[src/rtl/td4_core_param.sv]
// td4_core_param: single-cycle TD4-class accumulator core with
// parametrised data and program-counter widths. Registers A, B, the output
// latch, pc and carry all update on the same rising edge when en is high.
// The program ROM is outside the core. It sees pc_out and returns
// opcode/immediate combinationally within the same cycle.
module td4_core_param #(
    parameter int DATA_W = 4,
    parameter int PC_W   = 4
) (
    input  logic              clk,
    input  logic              rst_n,
    input  logic              en,
    input  logic [3:0]        opcode,
    input  logic [DATA_W-1:0] immediate,
    input  logic [DATA_W-1:0] in_port,
    output logic [PC_W-1:0]   pc_out,
    output logic [DATA_W-1:0] regA_o,
    output logic [DATA_W-1:0] regB_o,
    output logic [DATA_W-1:0] regOut,
    output logic              carry
);

    // Reject parameter combinations the instruction encoding cannot support.
    if (DATA_W < 2) begin : g_bad_data_w
        $error("td4_core_param: DATA_W must be at least 2");
    end
    if (PC_W < 1 || PC_W > DATA_W) begin : g_bad_pc_w
        $error("td4_core_param: PC_W must be in 1..DATA_W");
    end

    typedef enum logic [3:0] {
        OP_ADD_A_IM = 4'b0000,
        OP_MOV_A_B  = 4'b0001,
        OP_IN_A     = 4'b0010,
        OP_MOV_A_IM = 4'b0011,
        OP_MOV_B_A  = 4'b0100,
        OP_ADD_B_IM = 4'b0101,
        OP_IN_B     = 4'b0110,
        OP_MOV_B_IM = 4'b0111,
        OP_OUT_B    = 4'b1001,
        OP_OUT_IM   = 4'b1011,
        OP_JNC_IM   = 4'b1110,
        OP_JMP_IM   = 4'b1111
    } op_e;

    logic [DATA_W-1:0] reg_a, reg_b, reg_out;
    logic [PC_W-1:0]   pc;
    logic              carry_q;

    logic [DATA_W-1:0] a_nxt, b_nxt, out_nxt;
    logic [PC_W-1:0]   pc_nxt;
    logic              carry_nxt;

    // The extra top bit of each sum is the carry out of bit DATA_W-1.
    logic [DATA_W:0]   sum_a, sum_b;
    assign sum_a = {1'b0, reg_a} + {1'b0, immediate};
    assign sum_b = {1'b0, reg_b} + {1'b0, immediate};

    // Decode: compute the next architectural state for the current instruction.
    always_comb begin
        // NOTE: every output gets a default before the case statement. An opcode that leaves a signal unassigned then keeps its value without inferring a latch.
        a_nxt     = reg_a;
        b_nxt     = reg_b;
        out_nxt   = reg_out;
        pc_nxt    = pc + PC_W'(1);
        carry_nxt = 1'b0;
        case (opcode)
            OP_ADD_A_IM: begin
                a_nxt     = sum_a[DATA_W-1:0];
                carry_nxt = sum_a[DATA_W];
            end
            OP_MOV_A_B:  a_nxt = reg_b;
            OP_IN_A:     a_nxt = in_port;
            OP_MOV_A_IM: a_nxt = immediate;
            OP_MOV_B_A:  b_nxt = reg_a;
            OP_ADD_B_IM: begin
                b_nxt     = sum_b[DATA_W-1:0];
                carry_nxt = sum_b[DATA_W];
            end
            OP_IN_B:     b_nxt = in_port;
            OP_MOV_B_IM: b_nxt = immediate;
            OP_OUT_B:    out_nxt = reg_b;
            OP_OUT_IM:   out_nxt = immediate;
            // JNC tests the carry from the previous instruction. The default above then clears carry.
            OP_JNC_IM:   if (!carry_q) pc_nxt = immediate[PC_W-1:0];
            OP_JMP_IM:   pc_nxt = immediate[PC_W-1:0];
            default:     ; // NOP: only pc advances and carry clears
        endcase
    end

    // Architectural state: commit the decoded next state on an enabled edge.
    always_ff @(posedge clk or negedge rst_n) begin
        if (!rst_n) begin
            reg_a   <= '0;
            reg_b   <= '0;
            reg_out <= '0;
            pc      <= '0;
            carry_q <= 1'b0;
        end else if (en) begin
            // NOTE: non-blocking assignments commit all registers together. MOV A,B and MOV B,A therefore see the values from before the edge.
            reg_a   <= a_nxt;
            reg_b   <= b_nxt;
            reg_out <= out_nxt;
            pc      <= pc_nxt;
            carry_q <= carry_nxt;
        end
    end

    assign pc_out = pc;
    assign regA_o = reg_a;
    assign regB_o = reg_b;
    assign regOut = reg_out;
    assign carry  = carry_q;

endmodule

[config.mk]
export PLATFORM = sky130hd
export DESIGN_NAME = td4_core_param
export DESIGN_NICKNAME = d
export VERILOG_FILES = /design/src/rtl/td4_core_param.sv
export SDC_FILE = /design/constraint.sdc
export NUM_CORES = 1
export LEC_CHECK = 0
export CORE_AREA = 2 2 62 46
export DETAILED_ROUTE_END_ITERATION = 7
export DIE_AREA = 0 0 64 48
export PLACE_DENSITY = 0.89
export SYNTH_ARGS = -nofsm -noshare
export SYNTH_HDL_FRONTEND = slang
export SYNTH_SLANG_ARGS = --single-unit
[constraint.sdc]
create_clock -name clk -period 6 [get_ports clk]
set_clock_uncertainty 0.2 [all_clocks]
set_input_delay 1.8 -clock clk [delete_from_list [all_inputs] [get_ports clk]]
set_output_delay 1.8 -clock clk [all_outputs]
set_load 0.1 [all_outputs]
; After elaboration in Yosys (flattened, before gate mapping)
; Cells that the tools add are included.
[totals]
regBits = 17
out_inout_bits = 17
wordCells = 32
inputBits = 15
[op_classes]
muxes = 6
n_reduce_logical = 7
addsub = 3
n_eq_ne = 11
[ops]
columns = op, count
row1 = 4-bit case mux with 4 select lines, 2
row2 = "4-bit by 3-bit equality test with 1-bit output, second input constant", 4
row3 = "4-bit equality test, second input constant", 4
row4 = 4-bit case mux with 2 select lines, 2
row5 = 4-bit by 4-bit adder with 5-bit output, 2
row6 = "4-bit by 2-bit equality test with 1-bit output, second input constant", 2
row7 = 4-bit nonzero test, 2
row8 = 2-bit AND reduction, 3
row9 = "4-bit by 1-bit adder with 4-bit output, second input constant", 1
row10 = "4-bit by 1-bit equality test with 1-bit output, second input constant", 1
row11 = 4-bit logical NOT, 1
row12 = 4-bit two-way mux, 1
row13 = 1-bit case mux with 2 select lines, 1
row14 = 2-bit nonzero test, 1

; Depth between registers and ports, before layout
[depth]
depth_word = 3
ltp_mapped = 7
depth_no_buf = 7

; Least setup slack after synthesis
; Ideal clock, no wire load.
[synth_path]
path_type = input port to flip-flop
startpoint = input immediate[0]
endpoint = register reg_b[2], in the netlist regB_o[2]
cell_stages = 5
t_arrival_ps = 3229
setup_time_ps = 126
n_path_buf = 0
slack_ps = 2445
path_cell_list = ha_1 > fa_1 > xor2_1 > mux4_2 > mux2_2
[synth_via]
elab_chain_len = 2
[synth_rtl]
columns = item, line_no
row1 = "start, declared", 14  ; input logic [DATA_W-1:0] immediate,
row2 = 4-bit by 4-bit adder with 5-bit output, 57  ; assign sum_b = {1'b0, reg_b} + {1'b0, immediate};
row3 = 4-bit case mux with 4 select lines, 67  ; case (opcode)
row4 = "end signal, assigned", 102  ; reg_b <= b_nxt;
row5 = "end, declared", 46  ; logic [DATA_W-1:0] reg_a, reg_b, reg_out;
; Every way passes these cells.
; A chain may end at the register's enable or synchronous reset.

; Worst setup path after layout
[layout_path]
startpoint = register reg_b[1], in the netlist regB_o[1]
endpoint = output regB_o[1]
[layout_rtl]
columns = item, line_no
row1 = "end, declared", 18  ; output logic [DATA_W-1:0] regB_o,
; No word-level cell between the ends.

==> flow_metrics.env <==
export IMPL_path_class="register to output port"
export IMPL_cpLargestDelayFamily="buffers and inverters"
export IMPL_first_global_vias=1168
export IMPL_synth_nets=148
export IMPL_num_vias=1079
export IMPL_status="completed"
export IMPL_start_kind="register"
export IMPL_maxSlewViolCount=0
export IMPL_ys_warnings_count=0
export IMPL_final_hold_violation_count=0
export IMPL_finalCritPeriodShare_pct=65.3
export IMPL_cp_slowest_cell="clkdlybuf4s50_1"
export IMPL_syn_area_per_cell_um2=10.1
export IMPL_fp_dieW_um=64
export IMPL_total_power_mw=0.749
export IMPL_cts_htree_levels=1
export IMPL_synth_edf_count=0
export IMPL_rsz0062_at_grt="false"
export IMPL_p_leak_nw=0.696
export IMPL_drc_errors=0
export IMPL_required_ns=4.00
export IMPL_die_y_um=48
export IMPL_crit_buf_inv=1
export IMPL_placed_cells=183
export IMPL_port_buffers=31
export IMPL_wl_um=3020
export IMPL_final_instance_count_excl_fill=187
export IMPL_cp_end_kind="output port"
export IMPL_cts_root_buf="clkbuf_4"
export IMPL_area_growth_pct=28.8
export IMPL_final_util_pct=65.7
export IMPL_ys_top_cells_by_area="dfrtp_1 34%, ha_1 9.1%, mux4_2 5.5%"
export IMPL_dp_hpwl_um=2420
export IMPL_ys_top_cells_by_count="17 x dfrtp_1, 10 x nand2_1"
export IMPL_cpPeakStageDelay_ns=1.16
export IMPL_grt_util_all_layers_pct=22.0
export IMPL_place_congestion=0.828
export IMPL_peakVddDrop_v=0.000296
export IMPL_vias_per_cell=5.77
export IMPL_cts_sinks=17
export IMPL_worstHoldPathType="register to register"
export IMPL_fin_area_um2=1590
export IMPL_timing_fmax_mhz=255
export IMPL_coreArea_um2=2420
export IMPL_worst_pin_slew_ns=0.994
export IMPL_crit_arrival_ns=1.92
export IMPL_ioPinCount=32
export IMPL_setup_tns_ns=0
export IMPL_drtIter0Drc=31
export IMPL_maxSlewHeadroom_pct=33.5
export IMPL_grt_pass1_wl_um=5050
export IMPL_avgRoutedWirePerCell_um=16.1
export IMPL_yosysSeqAreaShare_pct=34.4
export IMPL_worst_slack_ns=2.08
export IMPL_cts_clk_slew_worst_paths_ns=0.11
export IMPL_netlist_area_um2=1230
export IMPL_yosysTopAreaCell="dfrtp_1"
export IMPL_synth_most_common_cell="dfrtp_1"
export IMPL_min_period_ns=3.92
export IMPL_syn_inst=122
export IMPL_fin_hold_ws_ns=0.297
export IMPL_preCtsSetupSlack_ns=1.83
export IMPL_synth_async_reset_ratio_pct=100
export IMPL_timing_rr_start="regB_o[0]"
export IMPL_antenna_found_initial=0
export IMPL_min_from="regOut[0]"
export IMPL_cp_startpoint="regB_o[1]"
export IMPL_start_util_pct=51.0
export IMPL_grt_max_degree=18
export IMPL_synth_cell_types=38
export IMPL_yosysTopAreaCellShare_pct=34.4
export IMPL_clock_path_buffers=2
export IMPL_ys_ff_latch=17
export IMPL_post_cts_buffers=0
export IMPL_cp_max_fo=5
export IMPL_overflow=0
export IMPL_rows=15
export IMPL_maxCapViolations=0
export IMPL_final_setup_viol_count=0
export IMPL_finalNetCount=180
export IMPL_antenna_cells=0
export IMPL_drt_pass1_iterations=4
export IMPL_cts_tree="done"
export IMPL_p_per_area_nw_per_um2=471
export IMPL_ctsHoldBuffers=0
export IMPL_ant_nets=0
export IMPL_path_cells="clkdlybuf4s50_1"
export IMPL_numCtsBuffers=3
export IMPL_dieArea_um2=3070
export IMPL_cts_resized_gates=0
export IMPL_postPlaceCellArea_um2=1560
export IMPL_yosys_most_used_dff="dfrtp_1"
export IMPL_insertion_delay_ns=0.30
export IMPL_drive_above_1_share_pct=10.5
## cell usage in the layout, fill, tap and decap left out, types with 2 or more instances in the layout
cell type,count
clkdlybuf4s50_1,31
dfrtp_1,17
nand2_1,10
inv_1,9
a21oi_1,9
o21ai_0,9
ha_1,9
mux2i_1,6
mux2_2,4
nor2_1,4
o21ai_1,3
xor2_1,3
nand3_1,3
a21o_1,3
a22oi_1,3
mux4_2,3
clkbuf_4,3
nor2b_1,2
fa_1,2
## kinds of logic after synthesis
logic type | after synthesis | synth area share (%)
xor+xnor | 4 | 2.84
simple gates | 29 | 13.6
fa+ha+maj | 11 | 12.4
compound gates | 34 | 17.7
mux | 13 | 14.0
flops | 17 | 34.4
buf+inv | 14 | 5.07
## sequential cells by signal, indices dropped and copies added, names as in the netlist
register and flops:
carry 1, pc_out 4, regA_o 4, regB_o 4, regOut 4
## power by group
group,switching (mW),internal (mW)
clock,0.0390,0.0248
combinational,0.354,0.143
sequential,0.0384,0.149
## final timing paths
kind | cells after the start | end | slack [ns]
worst max register to register | 5 | regB_o[2] | 3.74
min in group asynchronous | 1 | regOut[1] | 1.74
max in group asynchronous | 1 | regA_o[2] | 3.36
worst min-delay path | 2 | regOut[0] | 0.30
worst min register to register | 2 | regOut[0] | 0.30
worst max-delay path | 1 | regB_o[1] | 2.08
## final cells by class
type | count | area [um2]
fill | 209 | 831
tap | 34 | 42.5
sequential | 17 | 425
clock inverter | 1 | 5.00
multi-input combinational | 91 | 747
inverter | 10 | 37.5
timing repair buffer | 31 | 310
clock buffer | 3 | 22.5
## layer usage
| metal | routed length, um | GRT usage (%) | up-vias |
|---|---|---|---|
| li1 | - | - | 510 |
| met1 | 1340 | 24.9 | 526 |
| met2 | 1460 | 41.5 | 35 |
| met3 | 164 | 6.59 | 8 |
| met4 | 57 | 7.39 | 0 |
| met5 | 0 | 0 | - |
(Power assumes the default switching activity.)
